`config.mk`:
```
export PLATFORM = sky130hd
export DESIGN_NAME = dac_spi_responder_flat
export DESIGN_NICKNAME = d
export VERILOG_FILES = /design/src/rtl/dac_spi_responder_pkg.sv /design/src/rtl/dac_spi_responder_if.sv /design/src/rtl/dac_spi_responder_sync_edge.sv /design/src/rtl/dac_spi_responder.sv /design/src/flat_wrapper.sv
export SDC_FILE = /design/constraint.sdc
export NUM_CORES = 1
export LEC_CHECK = 0
export ABC_AREA = 1
export BUFFER_PORTS_ARGS = -buffer_cell sky130_fd_sc_hd__buf_2
export CORE_MARGIN = 2
export CORE_UTILIZATION = 45
export DETAILED_ROUTE_END_ITERATION = 7
export GPL_ROUTABILITY_DRIVEN = 1
export PLACE_DENSITY = 0.65
export SETUP_SLACK_MARGIN = 0.02
export SLEW_MARGIN = 20
export SYNTH_ARGS = -nofsm -noshare
export SYNTH_HDL_FRONTEND = slang
export SYNTH_SLANG_ARGS = --single-unit
```
`constraint.sdc`:
```
create_clock -name clk -period 4.55 [get_ports clk]
set_input_delay 1.365 -clock clk [delete_from_list [all_inputs] [get_ports clk]]
set_output_delay 1.365 -clock clk [all_outputs]
set_load 0.005 [all_outputs]
```
`src/rtl/dac_spi_responder_pkg.sv`:
```
// Shared constants and types for the DAC SPI responder.
// No logic of its own; frame layout, command codes and the status word builder.
// No flow control; the master paces every transfer.
package dac_spi_pkg;

  localparam int          FRAME_BITS_DEF = 24;
  localparam int          DATA_W         = 16;
  localparam logic [15:0] CLEAR_CODE_DEF = 16'h0000;

  // Frame bit positions, MSB first on the wire
  localparam int SHIFT_W  = 24;
  localparam int CMD_MSB  = 23;
  localparam int CMD_LSB  = 20;
  localparam int DATA_MSB = 15;

  // Bit counter saturates so over-length frames can never alias to a valid length
  localparam int               CNT_W   = 5;
  localparam logic [CNT_W-1:0] CNT_MAX = 5'd31;

  localparam logic [3:0] ID_NIBBLE = 4'hA;

  typedef enum logic [3:0] {
    CMD_NOP    = 4'h0,
    CMD_WR_IN  = 4'h1,
    CMD_UPD    = 4'h2,
    CMD_WR_UPD = 4'h3
  } cmd_e;

  // Word returned on SDO during the next frame: ID, sticky error, DAC register
  function automatic logic [SHIFT_W-1:0] status_word(input logic err,
                                                     input logic [DATA_W-1:0] dac);
    return {ID_NIBBLE, 3'b000, err, dac};
  endfunction

endpackage

```
`src/rtl/dac_spi_responder_if.sv`:
```
// Pin bundle between the DAC SPI master and the responder.
// Pure wiring, no latency.
// No flow control; the master owns SCK/CSn timing.
interface dac_spi_responder_if;
  import dac_spi_pkg::*;

  logic              SCK;
  logic              CSn;
  logic              SDI;
  logic              LDAc;
  logic              CLRn;
  logic              SDO;
  logic [DATA_W-1:0] dac_code;
  logic              dac_update;
  logic              frame_valid;
  logic              frame_err;

  modport master (
    output SCK, CSn, SDI, LDAc, CLRn,
    input  SDO, dac_code, dac_update, frame_valid, frame_err
  );

  modport slave (
    input  SCK, CSn, SDI, LDAc, CLRn,
    output SDO, dac_code, dac_update, frame_valid, frame_err
  );

endinterface

```
`src/rtl/dac_spi_responder_sync_edge.sv`:
```
// Two-flop synchronizer for one asynchronous pin plus rise/fall detection.
// Level is 2 clk behind the pin; rise/fall are combinational off the third flop.
// No flow control; every pin transition is reported exactly once.
module sync_edge #(
  parameter logic IDLE = 1'b0
) (
  input  logic clk,
  input  logic rst_l,
  input  logic din,
  output logic lvl,
  output logic rise,
  output logic fall
);

  logic meta_q, meta_d;
  logic sync_q, sync_d;
  logic prev_q, prev_d;

  // Shift the pin through the synchronizer and keep one cycle of history
  always_comb begin
    meta_d = din;
    sync_d = meta_q;
    prev_d = sync_q;
  end

  // Reset to the pin's idle level so release never looks like an edge
  always_ff @(posedge clk or negedge rst_l) begin
    if (!rst_l) begin
      meta_q <= IDLE;
      sync_q <= IDLE;
      prev_q <= IDLE;
    end else begin
      meta_q <= meta_d;
      sync_q <= sync_d;
      prev_q <= prev_d;
    end
  end

  assign lvl  = sync_q;
  assign rise = sync_q & ~prev_q;
  assign fall = ~sync_q & prev_q;

endmodule

```
`src/rtl/dac_spi_responder.sv`:
```
// SPI responder emulating a 16-bit DAC: input/DAC registers, LDAc load, CLRn clear, status readback.
// Pin-to-action latency 3 clk; pulses and dac_code update in the same cycle.
// No flow control; master must keep SCK phases and CSn setup at least 3 clk.
module dac_spi_responder
  import dac_spi_pkg::*;
#(
  parameter int          FRAME_BITS = FRAME_BITS_DEF,
  parameter logic [15:0] CLEAR_CODE = CLEAR_CODE_DEF
) (
  input logic              clk,
  input logic              rst_l,
  dac_spi_responder_if.slave bus
);

  localparam logic [CNT_W-1:0] FRAME_CNT = CNT_W'(FRAME_BITS);

  logic sck_lvl, sck_rise, sck_fall;
  logic cs_lvl,  cs_rise,  cs_fall;
  logic sdi_lvl, sdi_rise, sdi_fall;
  logic ld_lvl,  ld_rise,  ld_fall;
  logic clr_lvl, clr_rise, clr_fall;

  sync_edge #(.IDLE(1'b0)) u_sck (
    .clk(clk), .rst_l(rst_l), .din(bus.SCK),
    .lvl(sck_lvl), .rise(sck_rise), .fall(sck_fall)
  );

  sync_edge #(.IDLE(1'b1)) u_cs (
    .clk(clk), .rst_l(rst_l), .din(bus.CSn),
    .lvl(cs_lvl), .rise(cs_rise), .fall(cs_fall)
  );

  sync_edge #(.IDLE(1'b0)) u_sdi (
    .clk(clk), .rst_l(rst_l), .din(bus.SDI),
    .lvl(sdi_lvl), .rise(sdi_rise), .fall(sdi_fall)
  );

  sync_edge #(.IDLE(1'b1)) u_ld (
    .clk(clk), .rst_l(rst_l), .din(bus.LDAc),
    .lvl(ld_lvl), .rise(ld_rise), .fall(ld_fall)
  );

  sync_edge #(.IDLE(1'b1)) u_clr (
    .clk(clk), .rst_l(rst_l), .din(bus.CLRn),
    .lvl(clr_lvl), .rise(clr_rise), .fall(clr_fall)
  );

  // Edge outputs this block has no use for
  logic unused_edges;
  assign unused_edges = ^{sck_lvl, sdi_rise, sdi_fall, ld_lvl, ld_rise, clr_rise};

  logic [CNT_W-1:0]   bit_cnt_q,     bit_cnt_d;
  logic [SHIFT_W-1:0] rx_q,          rx_d;
  logic [SHIFT_W-1:0] tx_q,          tx_d;
  logic [DATA_W-1:0]  in_reg_q,      in_reg_d;
  logic [DATA_W-1:0]  dac_reg_q,     dac_reg_d;
  logic               err_sticky_q,  err_sticky_d;
  logic               sdo_q,         sdo_d;
  logic               dac_update_q,  dac_update_d;
  logic               frame_valid_q, frame_valid_d;
  logic               frame_err_q,   frame_err_d;

  // Frame shifting, command execution, LDAc load and clear, in priority order
  always_comb begin
    bit_cnt_d     = bit_cnt_q;
    rx_d          = rx_q;
    tx_d          = tx_q;
    in_reg_d      = in_reg_q;
    dac_reg_d     = dac_reg_q;
    err_sticky_d  = err_sticky_q;
    dac_update_d  = 1'b0;
    frame_valid_d = 1'b0;
    frame_err_d   = 1'b0;

    // Frame start: snapshot status for readback, then forget the old error
    if (cs_fall) begin
      bit_cnt_d    = '0;
      tx_d         = status_word(err_sticky_q, dac_reg_q);
      err_sticky_d = 1'b0;
    end

    if (!cs_lvl && sck_rise) begin
      rx_d = {rx_q[SHIFT_W-2:0], sdi_lvl};
      if (bit_cnt_q != CNT_MAX) begin
        bit_cnt_d = bit_cnt_q + 1'b1;
      end
    end

    if (!cs_lvl && sck_fall) begin
      tx_d = {tx_q[SHIFT_W-2:0], 1'b0};
    end

    // Frame end: only an exact-length frame may touch the registers
    if (cs_rise) begin
      if (bit_cnt_q == FRAME_CNT) begin
        frame_valid_d = 1'b1;
        case (cmd_e'(rx_q[CMD_MSB:CMD_LSB]))
          CMD_WR_IN: begin
            in_reg_d = rx_q[DATA_MSB:0];
          end
          CMD_UPD: begin
            dac_reg_d    = in_reg_q;
            dac_update_d = 1'b1;
          end
          CMD_WR_UPD: begin
            in_reg_d     = rx_q[DATA_MSB:0];
            dac_reg_d    = rx_q[DATA_MSB:0];
            dac_update_d = 1'b1;
          end
          CMD_NOP: begin
          end
          default: begin
          end
        endcase
      end else begin
        frame_err_d  = 1'b1;
        err_sticky_d = 1'b1;
      end
    end

    // LDAc sees a write from the frame ending this same cycle
    if (ld_fall && cs_lvl) begin
      dac_reg_d    = in_reg_d;
      dac_update_d = 1'b1;
    end

    // Clear overrides everything above; only its entry counts as an update
    if (!clr_lvl) begin
      in_reg_d     = CLEAR_CODE;
      dac_reg_d    = CLEAR_CODE;
      dac_update_d = clr_fall;
    end

    sdo_d = cs_lvl ? 1'b0 : tx_d[SHIFT_W-1];
  end

  // State registers
  always_ff @(posedge clk or negedge rst_l) begin
    if (!rst_l) begin
      bit_cnt_q     <= '0;
      rx_q          <= '0;
      tx_q          <= '0;
      in_reg_q      <= CLEAR_CODE;
      dac_reg_q     <= CLEAR_CODE;
      err_sticky_q  <= 1'b0;
      sdo_q         <= 1'b0;
      dac_update_q  <= 1'b0;
      frame_valid_q <= 1'b0;
      frame_err_q   <= 1'b0;
    end else begin
      bit_cnt_q     <= bit_cnt_d;
      rx_q          <= rx_d;
      tx_q          <= tx_d;
      in_reg_q      <= in_reg_d;
      dac_reg_q     <= dac_reg_d;
      err_sticky_q  <= err_sticky_d;
      sdo_q         <= sdo_d;
      dac_update_q  <= dac_update_d;
      frame_valid_q <= frame_valid_d;
      frame_err_q   <= frame_err_d;
    end
  end

  assign bus.SDO         = sdo_q;
  assign bus.dac_code    = dac_reg_q;
  assign bus.dac_update  = dac_update_q;
  assign bus.frame_valid = frame_valid_q;
  assign bus.frame_err   = frame_err_q;

endmodule

```
`src/flat_wrapper.sv`:
```
// flat-port wrapper written by rule: the top's interface ports become plain ports
module dac_spi_responder_flat import dac_spi_pkg::*;
#(
  parameter int          FRAME_BITS = FRAME_BITS_DEF,
  parameter logic [15:0] CLEAR_CODE = CLEAR_CODE_DEF
)
  (clk, rst_l, bus_SCK, bus_CSn, bus_SDI, bus_LDAc, bus_CLRn, bus_SDO, bus_dac_code, bus_dac_update, bus_frame_valid, bus_frame_err);
  dac_spi_responder_if bus_i ();
  input logic clk;
  input logic rst_l;
  input wire logic [$bits(bus_i.SCK)-1:0] bus_SCK;
  input wire logic [$bits(bus_i.CSn)-1:0] bus_CSn;
  input wire logic [$bits(bus_i.SDI)-1:0] bus_SDI;
  input wire logic [$bits(bus_i.LDAc)-1:0] bus_LDAc;
  input wire logic [$bits(bus_i.CLRn)-1:0] bus_CLRn;
  output wire logic [$bits(bus_i.SDO)-1:0] bus_SDO;
  output wire logic [$bits(bus_i.dac_code)-1:0] bus_dac_code;
  output wire logic [$bits(bus_i.dac_update)-1:0] bus_dac_update;
  output wire logic [$bits(bus_i.frame_valid)-1:0] bus_frame_valid;
  output wire logic [$bits(bus_i.frame_err)-1:0] bus_frame_err;
  assign bus_i.SCK = bus_SCK;
  assign bus_i.CSn = bus_CSn;
  assign bus_i.SDI = bus_SDI;
  assign bus_i.LDAc = bus_LDAc;
  assign bus_i.CLRn = bus_CLRn;
  assign bus_SDO = bus_i.SDO;
  assign bus_dac_code = bus_i.dac_code;
  assign bus_dac_update = bus_i.dac_update;
  assign bus_frame_valid = bus_i.frame_valid;
  assign bus_frame_err = bus_i.frame_err;
  dac_spi_responder #(.FRAME_BITS(FRAME_BITS), .CLEAR_CODE(CLEAR_CODE)) u_core (.clk(clk), .rst_l(rst_l), .bus(bus_i));
endmodule
```
==> flow_summary.json <==
{
  "fin_crit_ns": 2.33,
  "cts_setup_buffers": 0,
  "finalHoldViolations": 0,
  "rsz0062_at_grt": "no",
  "grt_pass1_wl_um": 16300,
  "clockBufferDepth": 2,
  "yosysWarnings": 0,
  "clock-sinks": 104,
  "power.switching_uw": 473,
  "gp_congestion": 0.824,
  "layout.nets": 553,
  "leakage_nw": 2.58,
  "grt-ovfl-total": 0,
  "grt_pass1_vias": 3336,
  "rows": 36,
  "die_h_um": 105,
  "yosysUniqueCellTypes": 28,
  "grt_util_all_layers_pct": 18.5,
  "clkPwrFrac_pct": 32.0,
  "num_vias": 3392,
  "syn_nets": 533,
  "antenna_found_initial": 0,
  "fillers": 979,
  "die_x_um": 105,
  "yosysTopAreaCellShare_pct": 52.1,
  "ys_ff_latch": 104,
  "clkLatencyLatePin_ns": 0.37,
  "seq_power_share_pct": 58.4,
  "cts_tree": "built",
  "critPathBufInv": 1,
  "critPathMaxStageDelay_ns": 0.44,
  "power.internal_mw": 1.30,
  "cts.clk_slew.worst_paths_ns": 0.10,
  "hold_buffers": 0,
  "layout-drive-gt1-share_pct": 14.1,
  "synth_largest_area_cell": "dfrtp_1",
  "route.detailed.drc": 0,
  "path_max_fanout": 3,
  "fin_worst_skew_ns": 0.00975,
  "relSlewSlack_pct": 35.2,
  "cts_max_level": 3,
  "path_cells": "buf_2",
  "routed_via_density": 4.98,
  "io_pins": 27,
  "use_met3_pct": 4.18,
  "cts-root-buf": "clkbuf_8",
  "syn_area_per_cell_um2": 8.72,
  "n_antenna_cell": 0,
  "grt_max_degree": 90,
  "worst_path_dominant_cell_family": "flip-flops",
  "totalWireLength_um": 9340,
  "worst_slack_ns": 2.22,
  "die_area_mm2": 0.0110,
  "cts_inserted_buffers": 9,
  "cp_slowest_cell": "dfrtp_1",
  "powerDensity_mw_per_mm2": 355,
  "worstPathArrival_ns": 0.96,
  "ys_top_cells_by_area": "dfrtp_1 52%, nand2_1 12%, inv_1 5.3%",
  "peakVddDrop_v": 0.000240,
  "ctsResizeCount": 0,
  "final_cell_mix": "150 x nand2_1, 95 x dfrtp_1, 65 x inv_1",
  "use_met1_pct": 25.6,
  "cp-start-kind": "flip-flop",
  "ys_seq_area_share_pct": 57.3,
  "drtIter0Drc": 170,
  "tightest_slew_ns": 0.970,
  "tns_ns": 0,
  "synth_area_mm2": 0.00456,
  "setup_viol": 0,
  "drt-pass1-iter-count": 5,
  "routedWlPerCell_um": 13.7,
  "maxCapViolCount": 0,
  "pwr-share-comb_pct": 9.6,
  "crit_type": "reg2out",
  "start_util_pct": 46.4,
  "core_area_mm2": 0.00982,
  "swShare_pct": 26.7,
  "fmax_ghz": 0.429,
  "io_buffers": 26,
  "min_path_type": "reg2reg",
  "finalCritPeriodShare_pct": 51.2,
  "drv_slew": 0,
  "required_ns": 3.18,
  "pre_cts_slack_ns": 2.04,
  "hpwl_um": 6420,
  "top_usage_layer": "met2",
  "area_growth_syn_to_layout_pct": 9.05,
  "use_met2_pct": 29.6,
  "layout_commonest_cell": "nand2_1",
  "dp_cells": 665,
  "finalPower_mw": 1.77,
  "instances_no_fill": 681,
  "ant_nets": 0,
  "status": "finished clean",
  "critical_path.endpoint_type": "primary output",
  "synth_cells": 523
}
-- kinds of logic after synthesis --
kind of cell	count (synthesis)	synth area share, %
AND/OR/NAND/NOR	239	22.7
flip-flops	104	57.3
buffers and inverters	91	8.18
AO/OA/AOI/OAI	83	10.3
multiplexers	3	0.741
adder cells (fa/ha/maj)	3	0.823
-- path summary, 6_finish.rpt --
check,startpoint,end,slack (ns),cells after the start
min in group asynchronous,rst_l,u_core.bit_cnt_q[2]$_DFF_PN0_,1.03,1
worst max register to register,u_core.u_ld.prev_q$_DFF_PN1_,u_core.bus.dac_code[12]$_DFFE_PN0P_,2.23,10
max in group asynchronous,rst_l,u_core.rx_q[5]$_DFFE_PN0P_,2.77,2
worst max-delay path,u_core.bus.dac_code[6]$_DFFE_PN0P_,bus_dac_code[6],2.22,1
worst min-delay path,u_core.u_sck.meta_q$_DFF_PN0_,u_core.u_sck.lvl$_DFF_PN0_,0.36,0
worst min register to register,u_core.u_sck.meta_q$_DFF_PN0_,u_core.u_sck.lvl$_DFF_PN0_,0.36,0
-- synth_stat cells, drive strengths merged --
library cell and n:
a211oi 1, a21oi 18, buf 10, clkbuf 11, dfrtp 95, dfstp 9
ha 3, inv 70, mux2 3, nand2 153, nand3 39, nand3b 1
nand4 7, nor2 37, nor3 2, o211ai 1, o21a 1, o21ai 57
o22ai 4, o311ai 1
-- layout make-up --
| type | instances | area [um^2] | share of cell area [%] |
|---|---|---|---|
| Clock inverter | 4 | 55.1 | 1.11 |
| Sequential cell | 104 | 2610 | 52.6 |
| Timing Repair Buffer | 30 | 166 | 3.35 |
| Inverter | 70 | 263 | 5.28 |
| Tap cell | 133 | 166 | 3.35 |
| Multi-Input combinational cell | 328 | 1570 | 31.6 |
| Clock buffer | 12 | 135 | 2.72 |
-- sequential cells by signal, indices dropped and copies added (netlist names) --
register and flops:
u_core.rx_q 24, u_core.tx_q 24, u_core.bus.dac_code 16, u_core.in_reg_q 16, u_core.bit_cnt_q 5, u_core.bus.SDO 1, u_core.bus.dac_update 1, u_core.bus.frame_err 1
u_core.bus.frame_valid 1, u_core.err_sticky_q 1, u_core.u_clr.lvl 1, u_core.u_clr.meta_q 1, u_core.u_clr.prev_q 1, u_core.u_cs.lvl 1, u_core.u_cs.meta_q 1, u_core.u_cs.prev_q 1
u_core.u_ld.lvl 1, u_core.u_ld.meta_q 1, u_core.u_ld.prev_q 1, u_core.u_sck.lvl 1, u_core.u_sck.meta_q 1, u_core.u_sck.prev_q 1, u_core.u_sdi.lvl 1, u_core.u_sdi.meta_q 1
-- per-stage QoR --
stage	utilization (%)	cell area (um^2)	hold slack, ns
global placement	48.7	4780	0.335
detailed placement	48.7	4780	0.339
global route	50.6	4970	0.368
CTS	50.6	4970	0.361
finish	50.6	4970	0.357
floorplan	-	4560	0.331
-- metal layers --
metal / vias to the layer above / share of wire, % / routed length, um
met4: 0 / 1.1 / 104
met1: 1623 / 48 / 4450
li1: 1697 / - / -
met3: 10 / 4.0 / 369
met5: - / 0 / 0
met2: 62 / 47 / 4410
-- power groups by stage --
stage | combinational (mW) | clock [mW] | sequential (mW)
after floorplan | 0.114 | 0 | 1.04
after global placement | 0.169 | 0 | 1.05
after detailed placement | 0.172 | 0 | 1.05
after CTS | 0.172 | 0.584 | 1.03
after global routing | 0.198 | 0.623 | 1.04
final | 0.170 | 0.565 | 1.03
(Power assumes the default switching activity.)
